File: config.mk
export PLATFORM = sky130hd
export DESIGN_NAME = video_mode_ctrl
export DESIGN_NICKNAME = d
export VERILOG_FILES = /design/src/rtl/video_pkg.sv /design/src/rtl/sync_meter.sv /design/src/rtl/video_mode_ctrl.sv
export SDC_FILE = /design/constraint.sdc
export NUM_CORES = 1
export LEC_CHECK = 0
export ABC_CLOCK_PERIOD_IN_PS = 4100
export BUFFER_PORTS_ARGS = -buffer_cell sky130_fd_sc_hd__buf_2
export CAP_MARGIN = 0
export CORE_MARGIN = 2
export CORE_UTILIZATION = 60
export DETAILED_ROUTE_END_ITERATION = 10
export MAX_ROUTING_LAYER = met4
export PLACE_DENSITY = 0.78
export SLEW_MARGIN = 20
export SYNTH_ARGS = -nofsm -noshare
export SYNTH_HDL_FRONTEND = slang
export SYNTH_SLANG_ARGS = --single-unit
File: constraint.sdc
create_clock -name clk_sys -period 4.1 [get_ports clk_sys]
set_clock_uncertainty 0.1 [all_clocks]
set_input_delay 1.23 -clock clk_sys [delete_from_list [all_inputs] [get_ports clk_sys]]
set_output_delay 1.23 -clock clk_sys [all_outputs]
set_load 0.01 [all_outputs]
File: src/rtl/video_pkg.sv
// Shared types for the video mode controller.
//   state_e         : mode-switch sequencer states
//   mode_t          : one complete set of mixer mode selections
//   MODE_RESET      : modes applied out of reset (scandoubler bypassed)
//   is_major_change : true when a request would disturb sync timing
package video_pkg;

  typedef enum logic [1:0] {
    ST_IDLE    = 2'd0,
    ST_PENDING = 2'd1,
    ST_MUTE    = 2'd2,
    ST_SETTLE  = 2'd3
  } state_e;

  typedef struct packed {
    logic [1:0] scanlines;
    logic       sd_disable;
    logic       ypbpr;
    logic       ypbpr_full;
  } mode_t;

  localparam mode_t MODE_RESET = '{scanlines: 2'd0, sd_disable: 1'b1,
                                   ypbpr: 1'b0, ypbpr_full: 1'b0};

  // Toggling the scandoubler or the YPbPr sync format changes sync timing,
  // so the output must be muted around such a switch.
  function automatic logic is_major_change(input mode_t req, input mode_t cur);
    return (req.sd_disable != cur.sd_disable) || (req.ypbpr != cur.ypbpr);
  endfunction

endpackage

File: src/rtl/sync_meter.sv
// Source sync timing measurement.
//   clk_sys, reset  : clock, asynchronous active-high reset
//   ce_pix          : pixel clock enable
//   hsync, vsync    : source sync, positive pulses
//   vs_rise         : one-cycle VSync rising-edge strobe (shared with the FSM)
//   line_length     : ce_pix count of the last complete line
//   frame_lines     : line count of the last complete frame
//   timing_valid    : last two frames measured identically
module sync_meter (
  input  logic        clk_sys,
  input  logic        reset,
  input  logic        ce_pix,
  input  logic        hsync,
  input  logic        vsync,
  output logic        vs_rise,
  output logic [11:0] line_length,
  output logic [9:0]  frame_lines,
  output logic        timing_valid
);

  logic        hs_prev_q, vs_prev_q;
  logic        hs_rise;
  logic [11:0] pix_cnt_q, pix_cnt_d;
  logic [9:0]  line_cnt_q, line_cnt_d;
  logic [11:0] line_length_q, line_length_d;
  logic [9:0]  frame_lines_q, frame_lines_d;
  logic [11:0] ll_at_vs_q, ll_at_vs_d;
  logic        timing_valid_q, timing_valid_d;

  always_comb begin
    hs_rise = hsync & ~hs_prev_q;
    vs_rise = vsync & ~vs_prev_q;

    pix_cnt_d = pix_cnt_q;
    if (hs_rise)
      pix_cnt_d = '0;
    else if (ce_pix && (pix_cnt_q != '1))
      pix_cnt_d = pix_cnt_q + 1'b1;
    line_length_d = hs_rise ? pix_cnt_q : line_length_q;

    line_cnt_d = line_cnt_q;
    if (vs_rise)
      line_cnt_d = '0;
    else if (hs_rise && (line_cnt_q != '1))
      line_cnt_d = line_cnt_q + 1'b1;
    frame_lines_d = vs_rise ? line_cnt_q : frame_lines_q;

    // line_length_d already reflects an HSync edge coinciding with VSync,
    // so the comparison uses the value being published this cycle.
    ll_at_vs_d     = vs_rise ? line_length_d : ll_at_vs_q;
    timing_valid_d = timing_valid_q;
    if (vs_rise)
      timing_valid_d = (line_length_d == ll_at_vs_q) && (line_cnt_q == frame_lines_q);
  end

  always_ff @(posedge clk_sys or posedge reset) begin
    if (reset) begin
      hs_prev_q      <= 1'b0;
      vs_prev_q      <= 1'b0;
      pix_cnt_q      <= '0;
      line_cnt_q     <= '0;
      line_length_q  <= '0;
      frame_lines_q  <= '0;
      ll_at_vs_q     <= '0;
      timing_valid_q <= 1'b0;
    end else begin
      hs_prev_q      <= hsync;
      vs_prev_q      <= vsync;
      pix_cnt_q      <= pix_cnt_d;
      line_cnt_q     <= line_cnt_d;
      line_length_q  <= line_length_d;
      frame_lines_q  <= frame_lines_d;
      ll_at_vs_q     <= ll_at_vs_d;
      timing_valid_q <= timing_valid_d;
    end
  end

  assign line_length  = line_length_q;
  assign frame_lines  = frame_lines_q;
  assign timing_valid = timing_valid_q;

endmodule

File: src/rtl/video_mode_ctrl.sv
// Glitch-free video mode switching for a 15 kHz source feeding a mixer.
// Requested modes are applied on a VSync boundary; sync-affecting switches
// blank the output for one frame before and SETTLE_FRAMES frames after the
// switch. A watchdog applies requests directly if VSync stops.
//   clk_sys, reset             : clock, asynchronous active-high reset
//   ce_pix, HSync, VSync       : source pixel enable and sync
//   req_*                      : requested modes
//   scanlines .. ypbpr_full    : applied modes (registered)
//   blank                      : force black on mixer output
//   busy                       : a switch sequence is in progress
//   line_length, frame_lines,
//   timing_valid               : source timing measurement
module video_mode_ctrl
  import video_pkg::*;
#(
  parameter int SETTLE_FRAMES = 2,
  parameter int VS_TIMEOUT_W  = 22
) (
  input  logic        clk_sys,
  input  logic        reset,
  input  logic        ce_pix,
  input  logic        HSync,
  input  logic        VSync,
  input  logic [1:0]  req_scanlines,
  input  logic        req_sd_disable,
  input  logic        req_ypbpr,
  input  logic        req_ypbpr_full,
  output logic [1:0]  scanlines,
  output logic        scandoubler_disable,
  output logic        ypbpr,
  output logic        ypbpr_full,
  output logic        blank,
  output logic        busy,
  output logic [11:0] line_length,
  output logic [9:0]  frame_lines,
  output logic        timing_valid
);

  localparam int SETTLE_W = (SETTLE_FRAMES > 1) ? $clog2(SETTLE_FRAMES + 1) : 1;
  localparam logic [SETTLE_W-1:0] SETTLE_LAST = SETTLE_W'(SETTLE_FRAMES);
  // The watchdog fires on the cycle its count would reach all-ones.
  localparam logic [VS_TIMEOUT_W-1:0] WD_FIRE_AT = {{(VS_TIMEOUT_W-1){1'b1}}, 1'b0};

  logic                    vs_rise;
  mode_t                   req;
  logic                    changed, major, wd_fire;
  state_e                  state_q, state_d;
  mode_t                   applied_q, applied_d;
  logic                    blank_q, blank_d;
  logic [SETTLE_W-1:0]     settle_q, settle_d, settle_inc;
  logic [VS_TIMEOUT_W-1:0] wd_cnt_q, wd_cnt_d;

  sync_meter u_meter (
    .clk_sys      (clk_sys),
    .reset        (reset),
    .ce_pix       (ce_pix),
    .hsync        (HSync),
    .vsync        (VSync),
    .vs_rise      (vs_rise),
    .line_length  (line_length),
    .frame_lines  (frame_lines),
    .timing_valid (timing_valid)
  );

  assign req        = {req_scanlines, req_sd_disable, req_ypbpr, req_ypbpr_full};
  assign changed    = (req != applied_q);
  assign major      = is_major_change(req, applied_q);
  assign wd_fire    = !vs_rise && (wd_cnt_q == WD_FIRE_AT);
  assign settle_inc = settle_q + 1'b1;

  // State and applied-mode register
  always_ff @(posedge clk_sys or posedge reset) begin
    if (reset) begin
      state_q   <= ST_IDLE;
      applied_q <= MODE_RESET;
      blank_q   <= 1'b0;
      settle_q  <= '0;
      wd_cnt_q  <= '0;
    end else begin
      state_q   <= state_d;
      applied_q <= applied_d;
      blank_q   <= blank_d;
      settle_q  <= settle_d;
      wd_cnt_q  <= wd_cnt_d;
    end
  end

  // Next-state logic
  always_comb begin
    state_d   = state_q;
    applied_d = applied_q;
    blank_d   = blank_q;
    settle_d  = settle_q;
    wd_cnt_d  = '0;
    case (state_q)
      ST_IDLE: begin
        // A VSync edge in this same cycle is not used; the switch waits
        // for the next one so the request has a full frame to settle.
        if (changed)
          state_d = ST_PENDING;
      end
      ST_PENDING: begin
        wd_cnt_d = vs_rise ? '0 : wd_cnt_q + 1'b1;
        if (!changed) begin
          state_d = ST_IDLE;
        end else if (vs_rise) begin
          if (major) begin
            blank_d = 1'b1;
            state_d = ST_MUTE;
          end else begin
            applied_d = req;
            state_d   = ST_IDLE;
          end
        end else if (wd_fire) begin
          applied_d = req;
          wd_cnt_d  = '0;
          state_d   = ST_IDLE;
        end
      end
      ST_MUTE: begin
        wd_cnt_d = vs_rise ? '0 : wd_cnt_q + 1'b1;
        if (vs_rise) begin
          applied_d = req;
          settle_d  = '0;
          state_d   = ST_SETTLE;
        end else if (wd_fire) begin
          applied_d = req;
          blank_d   = 1'b0;
          wd_cnt_d  = '0;
          state_d   = ST_IDLE;
        end
      end
      ST_SETTLE: begin
        if (vs_rise) begin
          settle_d = settle_inc;
          if (settle_inc >= SETTLE_LAST) begin
            blank_d = 1'b0;
            state_d = ST_IDLE;
          end
        end
      end
      default: state_d = ST_IDLE;
    endcase
  end

  // Outputs
  always_comb begin
    scanlines           = applied_q.scanlines;
    scandoubler_disable = applied_q.sd_disable;
    ypbpr               = applied_q.ypbpr;
    ypbpr_full          = applied_q.ypbpr_full;
    blank               = blank_q;
    busy                = (state_q != ST_IDLE);
  end

endmodule

==> results.ini, run 1 <==
[pwr]
p_per_area_nw_per_um2 = 449
swShare_pct = 33.7
intPower_mw = 1.53
power_frac_seq_pct = 48.5
peakVddDrop_uv = 395
p_leak_nw = 2.40
comb_power_share_pct = 25.1
power_mw = 2.31
power.switching_mw = 0.778
clockPowerShare_pct = 26.4

[timing]
hold_viol = 0
finalSetupViolCount = 0
worst_slack_ns = 1.17
period_minus_slack_ns = 2.93
finalSetupTns_ns = 0
whs_ns = 0.416
maxSlewViolCount = 0
fin_crit_sh_pct = 71.4
tightestPinTransition_ns = 0.572
slew_headroom_pct = 60.9
max_freq_mhz = 342
rsz0062_at_grt = false

[clock_network]
cts_tree = done
clockBufferDepth = 2
post_cts_buffers = 0
clkLatencyLatePin_ns = 0.36
cts_root_buf = clkbuf_8
cts_resized = 0
cts_hold_buffers = 0
path_clk_slew_ns = 0.09
cts_sinks = 91
cts_max_level = 3
cts_buffers = 9

[setup_path]
critPathKind = in2reg
worstPathRequired_ns = 4.23
slowest_stage = o41ai_1
reg2reg_depth = 7
worst_setup_path_end_kind = register
cp.arrival_ns = 3.06
critPathLaunchType = input port
worstPathMaxFanout = 21
critPathMaxStageDelay_ns = 0.41
path_cells = buf_2 -> and2b_1 -> buf_4 -> mux2i_1 -> a2bb2oi_1 -> nand4_1 -> o41ai_1

[drt]
antenna_left = 0
dr.pass1.iters = 4
drtIter0Drc = 155
vias = 3620
drc = 0
viasPerCell = 5.73
routedWlPerCell_um = 14.9
wirelength_mm = 9.43

[floorplan]
dieArea_um2 = 8450
die_w_um = 91.9
pin_count = 40
start_util_pct = 61.0
die_h_um = 91.9
core-area_um2 = 7610
num_rows = 32

[synthesis]
synthArstFlopShare_pct = 100
synth_ff_type = dfrtp_1
synth_area_um2 = 4640
yosysWarningCount = 0
synth_edf_count = 0
synth-seq-area-share_pct = 49.1
synth-seq-cells = 91
synth_cell_type_count = 53
syn_inst = 485
synthesis.nets = 504
synth.avg_cell_area_um2 = 9.57

[final_layout]
drive_above_1_share_pct = 13.4
most-common-layout-cells = 90 x dfrtp_1, 81 x nand2_1, 45 x nor2_1
fillers = 617
layout.nets = 544
ff_latch_area_um2 = 2280
final_common_cell = dfrtp_1
diodes = 0
area_delta_synth_final_pct = 10.9
multi_input_area_um2 = 2200
final_cell_area_um2 = 5150

[grt]
grt-ovfl-total = 0
grt_first_pass_wirelength_mm = 16.2
globalRouteTotalUtil_pct = 24.5
first_global_vias = 3602
grt_max_degree = 36
grt_antenna_before_repair = 0

[placement]
dpl.hpwl_mm = 6.79
preCtsSetupSlack_ns = 0.812
placed_area_um2 = 4950
gp_congestion = 0.935
place.port_buffers = 39

[job]
max-cap-violations = 0

[outcome]
run_status = finished, final reports clean

[hold_path]
whs_path_depth = 2
hold_class = reg2reg

area by class of cell:
type | instances | area share, %
Inverter | 26 | 1.92
Clock buffer | 9 | 2.41
Timing Repair Buffer | 46 | 4.81
Tap cell | 102 | 2.48
Clock inverter | 7 | 1.46
Sequential cell | 91 | 44.3
Multi-Input combinational cell | 351 | 42.7
synthesized netlist by cell type, types with 4 or more instances:
cell / number / area (µm²)
mux2i_1: 7 / 70.1
inv_1: 26 / 97.6
mux2_1: 5 / 56.3
o211ai_1: 8 / 60.1
buf_2: 5 / 25.0
clkbuf_1: 9 / 33.8
nand2b_1: 12 / 75.1
o21ai_1: 5 / 25.0
dfrtp_1: 90 / 2250
xor2_1: 29 / 254
nor3_1: 9 / 45.0
nor2_1: 45 / 169
nand3_1: 13 / 65.1
or3_1: 4 / 25.0
ha_1: 9 / 113
and4_1: 5 / 43.8
xnor2_1: 21 / 184
o221ai_1: 5 / 43.8
o21ai_0: 21 / 105
a21oi_1: 7 / 35.0
and3_1: 6 / 37.5
nand2_1: 81 / 304
nand4_1: 17 / 106
power by group through the flow:
stage,logic (mW),clock network [mW],registers (mW)
after global placement,0.565,0,1.13
after CTS,0.585,0.623,1.12
after global routing,0.653,0.661,1.14
after floorplan,0.398,0,1.13
final,0.580,0.611,1.12
after detailed placement,0.582,0,1.14
path summary, 6_finish.rpt:
path,from,slack [ns],to
setup / recovery,HSync,1.17,u_meter.timing_valid$_DFFE_PP0P_
hold reg to reg,u_meter.ll_at_vs_q[1]$_DFFE_PP0P_,0.42,u_meter.ll_at_vs_q[1]$_DFFE_PP0P_
min in group asynchronous,reset,0.77,wd_cnt_q[11]$_DFF_PP0_
setup reg to reg,wd_cnt_q[0]$_DFF_PP0_,1.65,ypbpr$_DFFE_PP0P_
hold / removal,u_meter.ll_at_vs_q[1]$_DFFE_PP0P_,0.42,u_meter.ll_at_vs_q[1]$_DFFE_PP0P_
max in group asynchronous,reset,2.32,u_meter.pix_cnt_q[5]$_DFFE_PP0P_
per-stage QoR:
step                      std cells  util (%)
after detailed placement        616      65.1
after global placement          616      65.1
after CTS                       632      67.7
final                           632      67.7
after floorplan                 485         -
after global routing            632      67.7
state kept, by name, summed over array words and instances (netlist names):
register,count
u_meter.vs_prev_q,1
u_meter.line_length,12
blank,1
u_meter.pix_cnt_q,12
u_meter.ll_at_vs_q,12
settle_q,2
scandoubler_disable,1
wd_cnt_q,22
u_meter.frame_lines,10
u_meter.timing_valid,1
scanlines,2
u_meter.line_cnt_q,10
u_meter.hs_prev_q,1
ypbpr,1
state_q,2
ypbpr_full,1
critical path: cells and delay by family:
family          cells  cell delay [ns]
mux                 1             0.33
compound gates      2             0.61
buf+inv             2             0.43
simple gates        2             0.46
layer usage:
layer / routed length, µm / part of all wire [%] / up-vias / GRT usage [%]
li1: - / - / 1759 / -
met1: 4260 / 45 / 1773 / 31.7
met2: 4780 / 51 / 74 / 40.4
met3: 305 / 3.2 / 14 / 3.29
met4: 92 / 0.98 / 0 / 8.21
met5: 0 / 0 / - / -
cells by family after synthesis:
kind of cell	synth area share (%)
simple gates	20.8
flops	49.1
compound gates	11.4
xor+xnor	9.44
buf+inv	3.61
mux	3.21
fa+ha+maj	2.43
(Power assumes the default switching activity.)
==> run 2, diff against run 1 <==
- ABC_CLOCK_PERIOD_IN_PS: 4100 -> 2380
- CORE_UTILIZATION: 60 -> 54
- PLACE_DENSITY: 0.78 -> 0.74
- clock period: 4.1 -> 2.38 ns (I/O delays scaled with it)
==> run 2 against run 1 <==
  * Routed wire length grew 6.8%
  * Critical path depth fell by 1
  * Core utilization fell by 2.9 points
  * Cell count up 3.3%
==> results.ini, run 2 (same netlist as run 1, synthesis figures left out) <==
[grt]
busiest_layer = met2
grt_max_degree = 44
met1_usage_pct = 30.6
first_global_vias = 3740
grt_antenna_before_repair = 0
grt_first_pass_wirelength_mm = 17.7
global_route.usage.met2_pct = 37.6
grtUsageMet3_pct = 3.97
grt-ovfl-total = 0
globalRouteTotalUtil_pct = 23.7

[timing]
maxSlewViolCount = 0
finalSetupViolCount = 0
max_freq_mhz = 448
tightestPinTransition_ns = 0.600
period_minus_slack_ns = 2.23
rsz0062_at_grt = false
slew_headroom_pct = 59.7
fin_crit_sh_pct = 93.9
hold_viol = 0
finalSetupTns_ns = 0

[pwr]
p_per_area_nw_per_um2 = 779
p_leak_nw = 2.51
peakVddDrop_uv = 552

[clock_network]
cts_sinks = 91
clkLatencyLatePin_ns = 0.36
cts_buffers = 9
cts_max_level = 3
post_cts_buffers = 0
cts_tree = done
clockBufferDepth = 2
cts_root_buf = clkbuf_8
path_clk_slew_ns = 0.09

[drt]
vias = 3714
routedWlPerCell_um = 15.4
drtIter0Drc = 294
wirelength_mm = 10.1
drc = 0
antenna_left = 0
viasPerCell = 5.69
dr.pass1.iters = 4

[floorplan]
die_w_um = 96.7
num_rows = 33
start_util_pct = 56.2
dieArea_um2 = 9350
core-area_um2 = 8260
die_h_um = 96.7
pin_count = 40

[final_layout]
layout.nets = 562
area_delta_synth_final_pct = 15.2
final_common_cell = dfrtp_1
instances_no_fill = 653
fillers = 705
diodes = 0
most-common-layout-cells = 90 x dfrtp_1, 80 x nand2_1, 45 x nor2_1
largest_reg_flops = 22
drive_above_1_share_pct = 16.2
largest_register = wd_cnt_q
fin_util_pct = 64.8

[setup_path]
crit_family = simple AND/OR/NAND/NOR gates
worstPathMaxFanout = 5
crit_start = wd_cnt_q[1]$_DFF_PP0_
crit_cells = 6
critPathBufInv = 0
critPathKind = reg2reg
critPathLaunchType = register
worst_setup_path_end_kind = register
path_cells = ha_1 -> nand4_1 -> nor4_4 -> nand2_2 -> a221oi_4 -> mux2_1
worstPathRequired_ns = 2.52
cp.arrival_ns = 2.38
critPathMaxStageDelay_ns = 0.42
reg2reg_depth = 6
r2r_start = wd_cnt_q[1]$_DFF_PP0_
r2r-end = scanlines[0]$_DFFE_PP0P_
crit_path_end = scanlines[0]$_DFFE_PP0P_
ff2ff_setup_slack_ns = 0.15
slowest_stage = dfrtp_1

[placement]
place.port_buffers = 39
place_inst = 637
gp_congestion = 0.951
dpl.hpwl_mm = 7.20

[job]
max-cap-violations = 0

[hold_path]
hold_class = in2async

[outcome]
run_status = finished, final reports clean

-- run 2: stage by stage --
stage	area (µm²)	hold WS, ns	setup slack [ns]	power, mW
final	5350	0.326	0.145	4.17
after CTS	5350	0.320	0.0618	4.19
after global routing	5350	0.330	0.00814	4.41
after detailed placement	5130	0.386	-0.0326	3.03
after global placement	5130	0.381	-0.00546	2.98
after floorplan	4640	0.362	0.149	2.64
-- run 2: per-layer routing --
| layer | wire, µm | share of wire [%] |
|---|---|---|
| met1 | 4470 | 44 |
| met2 | 4920 | 49 |
| met3 | 471 | 4.7 |
| met4 | 209 | 2.1 |
| met5 | 0 | 0 |
-- run 2: worst min-delay path by stage --
stage                                       from                           endpoint  slack [ns]
2_1_floorplan  u_meter.ll_at_vs_q[1]$_DFFE_PP0P_  u_meter.ll_at_vs_q[1]$_DFFE_PP0P_        0.36
3_3_place_gp    u_meter.timing_valid$_DFFE_PP0P_   u_meter.timing_valid$_DFFE_PP0P_        0.38
3_5_place_dp    u_meter.timing_valid$_DFFE_PP0P_   u_meter.timing_valid$_DFFE_PP0P_        0.39
4_1_cts                                    reset   u_meter.pix_cnt_q[1]$_DFFE_PP0P_        0.32
5_1_grt                                    reset   u_meter.pix_cnt_q[1]$_DFFE_PP0P_        0.33
6_report                                   reset   u_meter.pix_cnt_q[1]$_DFFE_PP0P_        0.33
-- run 2: cell type report --
cell class                      count  area [µm²]  area share, %
Timing Repair Buffer               64         420           7.86
Tap cell                          105         131           2.46
Inverter                           26         101           1.90
Multi-Input combinational cell    351        2200           41.1
Clock buffer                       10         128           2.39
Clock inverter                      6        88.8           1.66
Sequential cell                    91        2280           42.6
-- run 2: worst register-to-register path, stage by stage, from the launching register on --
cell      delay [ns]
dfrtp_1         0.42
ha_1            0.17
nand4_1         0.14
nor4_4          0.35
nand2_2         0.14
a221oi_4        0.42
mux2_1          0.37
-- run 2: repair_timing --
action | CTS | global route
hold buffers | 0 | 0
gates resized for setup | 0 | 1
setup endpoints to repair | 0 | 4
-- run 2: power breakdown --
part / switching, mW / internal, mW / leakage [nW]
sequential: 0.184 / 1.73 / 1.23
clock: 0.567 / 0.594 / 0.103
combinational: 0.623 / 0.464 / 1.18
total: 1.37 / 2.79 / 2.51
